$ cat config.mk
export PLATFORM = sky130hd
export DESIGN_NAME = anycore_l15_reqdecoder
export DESIGN_NICKNAME = d
export VERILOG_FILES = /design/src/rtl/anycore_l15_reqdecoder_pkg.sv /design/src/rtl/anycore_l15_stdata_fmt.sv /design/src/rtl/anycore_l15_reqdecoder.sv
export SDC_FILE = /design/constraint.sdc
export NUM_CORES = 1
export LEC_CHECK = 0
export ABC_CLOCK_PERIOD_IN_PS = 2000
export BUFFER_PORTS_ARGS = -buffer_cell sky130_fd_sc_hd__buf_4
export CAP_MARGIN = 20
export CELL_PAD_IN_SITES_DETAIL_PLACEMENT = 0
export CELL_PAD_IN_SITES_GLOBAL_PLACEMENT = 1
export CORE_AREA = 2 2 195 177
export DETAILED_ROUTE_END_ITERATION = 6
export DIE_AREA = 0 0 197 179
export HOLD_SLACK_MARGIN = 0.05
export PLACE_DENSITY_LB_ADDON = 0.1
export SLEW_MARGIN = 20
export SYNTH_ARGS = -nofsm -noshare
export SYNTH_HDL_FRONTEND = slang
export SYNTH_SLANG_ARGS = --single-unit
$ cat constraint.sdc
create_clock -name clk -period 2 [get_ports clk]
set_clock_uncertainty 0.05 [all_clocks]
set_input_delay 0.1 -clock clk [delete_from_list [all_inputs] [get_ports clk]]
set_output_delay 0.1 -clock clk [all_outputs]
set_load 0.03 [all_outputs]
$ cat src/rtl/anycore_l15_reqdecoder_pkg.sv
// ============================================================================
// Module : anycore_l15_reqdecoder_pkg
// Brief  : Shared FSM encoding, class indices and store-size mapping for the
//          Anycore -> L1.5 request decoder.
// Rev    : 1.0  initial release
// ============================================================================
`default_nettype none

// Fallback encodings matching l15.h when that header is not part of the build.
`ifndef L15_PADDR_MASK
`define L15_PADDR_MASK 39:0
`endif
`ifndef L15_THREADID_MASK
`define L15_THREADID_MASK 0:0
`endif
`ifndef IMISS_RQ
`define IMISS_RQ 5'b10000
`endif
`ifndef LOAD_RQ
`define LOAD_RQ 5'b00000
`endif
`ifndef STORE_RQ
`define STORE_RQ 5'b00001
`endif
`ifndef MSG_DATA_SIZE_1B
`define MSG_DATA_SIZE_1B 3'b001
`endif
`ifndef MSG_DATA_SIZE_16B
`define MSG_DATA_SIZE_16B 3'b101
`endif
`ifndef MSG_DATA_SIZE_32B
`define MSG_DATA_SIZE_32B 3'b110
`endif

package anycore_l15_reqdecoder_pkg;

    localparam logic [0:0] ST_IDLE = 1'b0;
    localparam logic [0:0] ST_REQ  = 1'b1;

    typedef enum logic [1:0] {
        CLS_IF = 2'd0,
        CLS_LD = 2'd1,
        CLS_ST = 2'd2
    } req_class_e;

    // stsize 0..3 maps linearly onto MSG_DATA_SIZE_1B..8B.
    localparam logic [2:0] C_STSIZE_MSG_BASE = `MSG_DATA_SIZE_1B;

    function automatic logic [2:0] st_msg_size(input logic [1:0] stsize);
        return C_STSIZE_MSG_BASE + {1'b0, stsize};
    endfunction

endpackage

`default_nettype wire

$ cat src/rtl/anycore_l15_stdata_fmt.sv
// ============================================================================
// Module : anycore_l15_stdata_fmt
// Brief  : Replicates store data across 64 bits by size, then optionally
//          byte-reverses it (macro ANYCORE_REQ_BYTESWAP_EN).
// Rev    : 1.0  initial release
// ============================================================================
`default_nettype none

module anycore_l15_stdata_fmt (
    input  logic [63:0] data_in,
    input  logic [1:0]  size,
    output logic [63:0] data_out
);

    logic [63:0] w_repl;

    always_comb begin
        w_repl = data_in;
        case (size)
            2'd0:    w_repl = {8{data_in[7:0]}};
            2'd1:    w_repl = {4{data_in[15:0]}};
            2'd2:    w_repl = {2{data_in[31:0]}};
            default: w_repl = data_in;
        endcase
    end

`ifdef ANYCORE_REQ_BYTESWAP_EN
    // Mirror of the swap the response encoder applies to returned data.
    for (genvar i = 0; i < 8; i++) begin : g_swap
        assign data_out[8*i +: 8] = w_repl[8*(7-i) +: 8];
    end
`else
    assign data_out = w_repl;
`endif

endmodule

`default_nettype wire

$ cat src/rtl/anycore_l15_reqdecoder.sv
// ============================================================================
// Module : anycore_l15_reqdecoder
// Brief  : Captures Anycore ifill/load/store pulses, arbitrates ST > LD > IF
//          and issues one L1.5 request at a time. Option: ANYCORE_REQ_BYTESWAP_EN.
// Rev    : 1.0  initial release
// ============================================================================
`default_nettype none

`ifndef L15_PADDR_MASK
`define L15_PADDR_MASK 39:0
`endif
`ifndef L15_THREADID_MASK
`define L15_THREADID_MASK 0:0
`endif

module anycore_l15_reqdecoder
    import anycore_l15_reqdecoder_pkg::*;
(
    input  logic                      clk,
    input  logic                      rst,
    input  logic                      anycore_ic2mem_reqvalid,
    input  logic [`L15_PADDR_MASK]    anycore_ic2mem_reqaddr,
    input  logic                      anycore_dc2mem_ldvalid,
    input  logic [`L15_PADDR_MASK]    anycore_dc2mem_ldaddr,
    input  logic                      anycore_dc2mem_stvalid,
    input  logic [`L15_PADDR_MASK]    anycore_dc2mem_staddr,
    input  logic [63:0]               anycore_dc2mem_stdata,
    input  logic [1:0]                anycore_dc2mem_stsize,
    input  logic                      anycore_ifill_done,
    input  logic                      anycore_ld_done,
    input  logic                      anycore_st_done,
    output logic                      transducer_l15_val,
    output logic [4:0]                transducer_l15_rqtype,
    output logic [2:0]                transducer_l15_size,
    output logic [`L15_PADDR_MASK]    transducer_l15_address,
    output logic [63:0]               transducer_l15_data,
    output logic                      transducer_l15_nc,
    output logic [`L15_THREADID_MASK] transducer_l15_threadid,
    input  logic                      l15_transducer_ack,
    output logic                      anycore_req_overflow
);

    localparam int PADDR_W = $bits(anycore_ic2mem_reqaddr);
    localparam logic [PADDR_W-1:0] C_IF_MASK = ~PADDR_W'(5'h1f);
    localparam logic [PADDR_W-1:0] C_LD_MASK = ~PADDR_W'(4'hf);

    logic [0:0]         r_state;
    req_class_e         r_sel;
    logic               r_if_pend, r_ld_pend, r_st_pend;
    logic               r_if_out,  r_ld_out,  r_st_out;
    logic [PADDR_W-1:0] r_if_addr, r_ld_addr, r_st_addr;
    logic [63:0]        r_st_data;
    logic [1:0]         r_st_size;
    logic               r_val;
    logic [4:0]         r_rqtype;
    logic [2:0]         r_size;
    logic [PADDR_W-1:0] r_addr;
    logic [63:0]        r_data;
    logic               r_ovf;

    logic w_if_ovf, w_ld_ovf, w_st_ovf;
    logic w_if_cap, w_ld_cap, w_st_cap;
    logic w_acked, w_if_ack, w_ld_ack, w_st_ack;
    logic [63:0] w_st_fmt;

    // A request is dropped if its slot is full or its class is still in flight.
    assign w_if_ovf = anycore_ic2mem_reqvalid & (r_if_pend | (r_if_out & ~anycore_ifill_done));
    assign w_ld_ovf = anycore_dc2mem_ldvalid  & (r_ld_pend | (r_ld_out & ~anycore_ld_done));
    assign w_st_ovf = anycore_dc2mem_stvalid  & (r_st_pend | (r_st_out & ~anycore_st_done));

    assign w_if_cap = anycore_ic2mem_reqvalid & ~w_if_ovf;
    assign w_ld_cap = anycore_dc2mem_ldvalid  & ~w_ld_ovf;
    assign w_st_cap = anycore_dc2mem_stvalid  & ~w_st_ovf;

    assign w_acked  = (r_state == ST_REQ) & l15_transducer_ack;
    assign w_if_ack = w_acked & (r_sel == CLS_IF);
    assign w_ld_ack = w_acked & (r_sel == CLS_LD);
    assign w_st_ack = w_acked & (r_sel == CLS_ST);

    anycore_l15_stdata_fmt u_stdata_fmt (
        .data_in  (r_st_data),
        .size     (r_st_size),
        .data_out (w_st_fmt)
    );

    always_ff @(posedge clk) begin
        if (rst) begin
            r_state   <= ST_IDLE;
            r_sel     <= CLS_IF;
            r_if_pend <= 1'b0;
            r_ld_pend <= 1'b0;
            r_st_pend <= 1'b0;
            r_if_out  <= 1'b0;
            r_ld_out  <= 1'b0;
            r_st_out  <= 1'b0;
            r_if_addr <= '0;
            r_ld_addr <= '0;
            r_st_addr <= '0;
            r_st_data <= '0;
            r_st_size <= '0;
            r_val     <= 1'b0;
            r_rqtype  <= '0;
            r_size    <= '0;
            r_addr    <= '0;
            r_data    <= '0;
            r_ovf     <= 1'b0;
        end else begin
            r_ovf <= r_ovf | w_if_ovf | w_ld_ovf | w_st_ovf;

            // Capture and ack never coincide: capture needs an empty slot.
            if (w_if_cap) begin
                r_if_pend <= 1'b1;
                r_if_addr <= anycore_ic2mem_reqaddr;
            end else if (w_if_ack) begin
                r_if_pend <= 1'b0;
            end
            if (w_ld_cap) begin
                r_ld_pend <= 1'b1;
                r_ld_addr <= anycore_dc2mem_ldaddr;
            end else if (w_ld_ack) begin
                r_ld_pend <= 1'b0;
            end
            if (w_st_cap) begin
                r_st_pend <= 1'b1;
                r_st_addr <= anycore_dc2mem_staddr;
                r_st_data <= anycore_dc2mem_stdata;
                r_st_size <= anycore_dc2mem_stsize;
            end else if (w_st_ack) begin
                r_st_pend <= 1'b0;
            end

            r_if_out <= (r_if_out & ~anycore_ifill_done) | w_if_ack;
            r_ld_out <= (r_ld_out & ~anycore_ld_done)    | w_ld_ack;
            r_st_out <= (r_st_out & ~anycore_st_done)    | w_st_ack;

            case (r_state)
                ST_IDLE: begin
                    if (r_st_pend & ~r_st_out) begin
                        r_sel    <= CLS_ST;
                        r_rqtype <= `STORE_RQ;
                        r_size   <= st_msg_size(r_st_size);
                        r_addr   <= r_st_addr;
                        r_data   <= w_st_fmt;
                        r_val    <= 1'b1;
                        r_state  <= ST_REQ;
                    end else if (r_ld_pend & ~r_ld_out) begin
                        r_sel    <= CLS_LD;
                        r_rqtype <= `LOAD_RQ;
                        r_size   <= `MSG_DATA_SIZE_16B;
                        r_addr   <= r_ld_addr & C_LD_MASK;
                        r_data   <= '0;
                        r_val    <= 1'b1;
                        r_state  <= ST_REQ;
                    end else if (r_if_pend & ~r_if_out) begin
                        r_sel    <= CLS_IF;
                        r_rqtype <= `IMISS_RQ;
                        r_size   <= `MSG_DATA_SIZE_32B;
                        r_addr   <= r_if_addr & C_IF_MASK;
                        r_data   <= '0;
                        r_val    <= 1'b1;
                        r_state  <= ST_REQ;
                    end
                end
                default: begin
                    if (l15_transducer_ack) begin
                        r_val   <= 1'b0;
                        r_state <= ST_IDLE;
                    end
                end
            endcase
        end
    end

    assign transducer_l15_val      = r_val;
    assign transducer_l15_rqtype   = r_rqtype;
    assign transducer_l15_size     = r_size;
    assign transducer_l15_address  = r_addr;
    assign transducer_l15_data     = r_data;
    assign transducer_l15_nc       = 1'b0;
    assign transducer_l15_threadid = '0;
    assign anycore_req_overflow    = r_ovf;

endmodule

`default_nettype wire

==> flow_metrics.py <==
metrics = {
    "final_layout": {
        "n_fill_cell": 3225,
        "final_common_cell": "nand2_1",
        "drive_gt1_share_pct": 22.3,
        "layout_common_cells": "407 x nand2_1, 323 x buf_4, 294 x dfxtp_1",
        "syn_to_final_growth_pct": 50.5,
        "n_antenna_cell": 0,
        "finalNetCount": 2009,
        "post-route-util_pct": 51.7,
    },
    "job": {
        "cap_violations": 0,
    },
    "power_and_ir_drop": {
        "power_density_nw_per_um2": 888,
        "p_leak_nw": 7.43,
        "vdd_drop_max_mv": 0.495,
    },
    "logic_synthesis": {
        "synth_compound_gate_area_share_pct": 19.8,
        "syn_avg_cell_area_um2": 8.49,
        "synth-edff-count": 0,
        "syn_inst": 1354,
        "synthMuxAreaShare_pct": 3.92,
        "synth_top_area_cell": "dfxtp_1",
        "yosys.area_share.xor_xnor_pct": 0,
        "synth_top_area_share_pct": 51.6,
        "yosys.area_share.simple_pct": 19.2,
        "synth_area_um2": 11500,
        "ys_async_sr_fraction_pct": 0,
        "ys_ff_latch": 296,
        "ys_top_cells_by_area": "dfxtp_1 52%, nand2_1 13%, a21oi_1 9.5%",
        "synth_ff_type": "dfxtp_1",
        "seq_area_frac_synth_pct": 51.6,
        "synth_top_family_by_area": "compound AO/OA/AOI/OAI gates",
        "yosys_warnings": 0,
        "synthDistinctLibCells": 37,
        "synthAdderAreaFrac_pct": 0.544,
    },
    "setup_path": {
        "cp_data_required_time_ns": 2.34,
        "worst-setup-path-type": "reg2reg",
        "path_max_fanout": 8,
        "worstRegToRegCells": 7,
        "endpoint": "transducer_l15_data[11]",
        "start_kind": "register",
        "end_kind": "register",
        "timing.rr.start": "r_st_size[1]",
        "r2r-end": "transducer_l15_data[11]",
        "startpoint": "r_st_size[1]",
        "ff2ff_setup_slack_ns": 0.11,
        "crit_arrival_ns": 2.23,
    },
    "floorplanning": {
        "io_pins": 311,
        "dieHeight_um": 179,
        "dieArea_um2": 35300,
        "num_rows": 64,
        "coreArea_um2": 33500,
        "start_util_pct": 34.3,
        "die_x_um": 197,
    },
    "clocking": {
        "cts_buffer_depth": 3,
        "cts.htree.levels": 2,
        "cts_sinks": 296,
        "clockRootBuffer": "clkbuf_16",
        "numCtsBuffers": 35,
        "cts_tree": "yes",
        "clk_latency_ns": 0.51,
        "clk_pin_slew_ns": 0.06,
    },
    "placed_design": {
        "gp_congestion": 0.844,
        "pre_cts_slack_ns": 0.110,
        "hpwl_um": 25200,
        "io_buffers": 296,
    },
    "grt": {
        "antenna_found_initial": 2,
        "grt_pass1_vias": 10462,
        "grt_overflow_total": 0,
        "grt_pass1_wl_um": 59300,
        "grt_usage_pct": 21.7,
        "grt_use_met2_pct": 34.3,
        "met1_usage_pct": 30.3,
        "grt_max_degree": 108,
        "met3_usage_pct": 4.10,
        "busiest_layer": "met2",
    },
    "sta": {
        "hold_viol_final": 0,
        "fin_crit_ns": 1.89,
        "rsz0062_at_grt": "no",
        "drv_slew": 0,
        "setup_tns_ns": 0,
        "fin_ws_ns": 0.113,
        "fin_crit_sh_pct": 94.3,
        "worst_slew_pin_slew_ns": 0.733,
        "slew_headroom_pct": 51.2,
        "fmax_mhz": 530,
        "setup_viol": 0,
    },
    "routing": {
        "num_vias": 10986,
        "wirelength_um": 39300,
        "routed_via_density": 4.86,
        "drtIter0Drc": 500,
        "drc": 0,
        "wire_per_inst_um": 17.4,
        "drt_pre_antenna_iters": 4,
        "ant_nets": 0,
    },
    "hold_path": {
        "hp-class": "in2reg",
    },
    "run_status": {
        "outcome": "complete, no violations",
    },
}
-- state kept, by name, summed over array words and instances (netlist names) --
signal and flops:
r_if_addr 35, r_if_pend 1, r_ld_out 1, transducer_l15_val 1
r_st_addr 40, r_st_pend 1, r_sel 1, anycore_req_overflow 1
transducer_l15_address 40, transducer_l15_size 3, r_state 1, r_st_size 2
r_st_out 1, r_ld_addr 36, r_st_data 64, transducer_l15_data 64
r_if_out 1, r_ld_pend 1, transducer_l15_rqtype 2
-- area by class of cell --
| cell class | instances | area (um2) | area share, % |
|---|---|---|---|
| Inverter | 6 | 22.5 | 0.130 |
| Clock buffer | 53 | 1060 | 6.11 |
| Tap cell | 429 | 537 | 3.10 |
| Clock inverter | 5 | 77.6 | 0.449 |
| Sequential cell | 296 | 5930 | 34.3 |
| Timing Repair Buffer | 526 | 4610 | 26.7 |
| Multi-Input combinational cell | 944 | 5060 | 29.3 |
-- cells by family after synthesis --
kind of cell | count (synthesis)
compound gates | 355
fa+ha+maj | 5
buf+inv | 118
flops | 296
mux | 45
other cells | 1
simple gates | 534
-- critical path, stage by stage (launching register included) --
cell       delay (ns)
dfxtp_2          0.39
inv_1            0.07
ha_1             0.19
buf_4            0.17
a221oi_1         0.59
nand2_1          0.12
nand2_1          0.12
o2bb2ai_1        0.07
-- worst min path at each step --
stage                                         start                   end  slack, ns  depth (start not counted)
after global routing                anycore_st_done  anycore_req_overflow       0.17                          4
after CTS                           anycore_st_done  anycore_req_overflow       0.15                          4
final                               anycore_st_done  anycore_req_overflow       0.16                          4
after detailed placement   anycore_dc2mem_ldaddr[8]          r_ld_addr[8]       0.31                          3
after floorplan           anycore_dc2mem_stdata[50]         r_st_data[50]       0.19                          2
after global placement     anycore_dc2mem_ldaddr[8]          r_ld_addr[8]       0.30                          3
-- synthesized netlist by cell type (2+ instances only) --
cell / n
nand2_1: 407
dfxtp_1: 296
a21oi_1: 219
clkbuf_1: 63
a22o_1: 61
nor2_1: 54
mux2i_1: 45
o2bb2ai_1: 42
nor2b_1: 34
buf_2: 30
nand2b_1: 18
buf_4: 16
a221oi_1: 15
inv_1: 6
ha_1: 5
nor3_1: 5
o21ai_0: 5
nand3_1: 4
a21o_1: 3
a22oi_1: 3
and3_1: 3
buf_6: 3
a21bo_2: 2
nand4b_1: 2
-- metrics by stage --
step / cell area (um2) / power [mW] / hold slack, ns / instances
after floorplan: 11500 / 7.87 / 0.186 / 1358
after global placement: 14300 / 8.89 / 0.300 / 2015
after detailed placement: 14300 / 8.90 / 0.305 / 2015
after CTS: 17300 / 15.5 / 0.146 / 2259
after global routing: 17300 / 16.0 / 0.174 / 2259
final: 17300 / 15.4 / 0.162 / 2259
-- timing repair --
action,CTS,global route
gates resized for setup,0,3
hold endpoints to repair,188,0
setup endpoints to repair,0,9
hold buffers,186,0
buffers inserted,0,0
-- metal layers --
layer  share of wire, %  wire (um)
met4                2.2        878
met1                 48      18800
met3                5.5       2150
met2                 44      17500
met5                  0          0
-- report_power, final --
group,switching (mW),internal [mW]
clock network,2.41,3.88
registers,0.243,6.26
logic,1.39,1.16
total,4.05,11.3
Note: power is estimated with default switching activity, not from simulation.
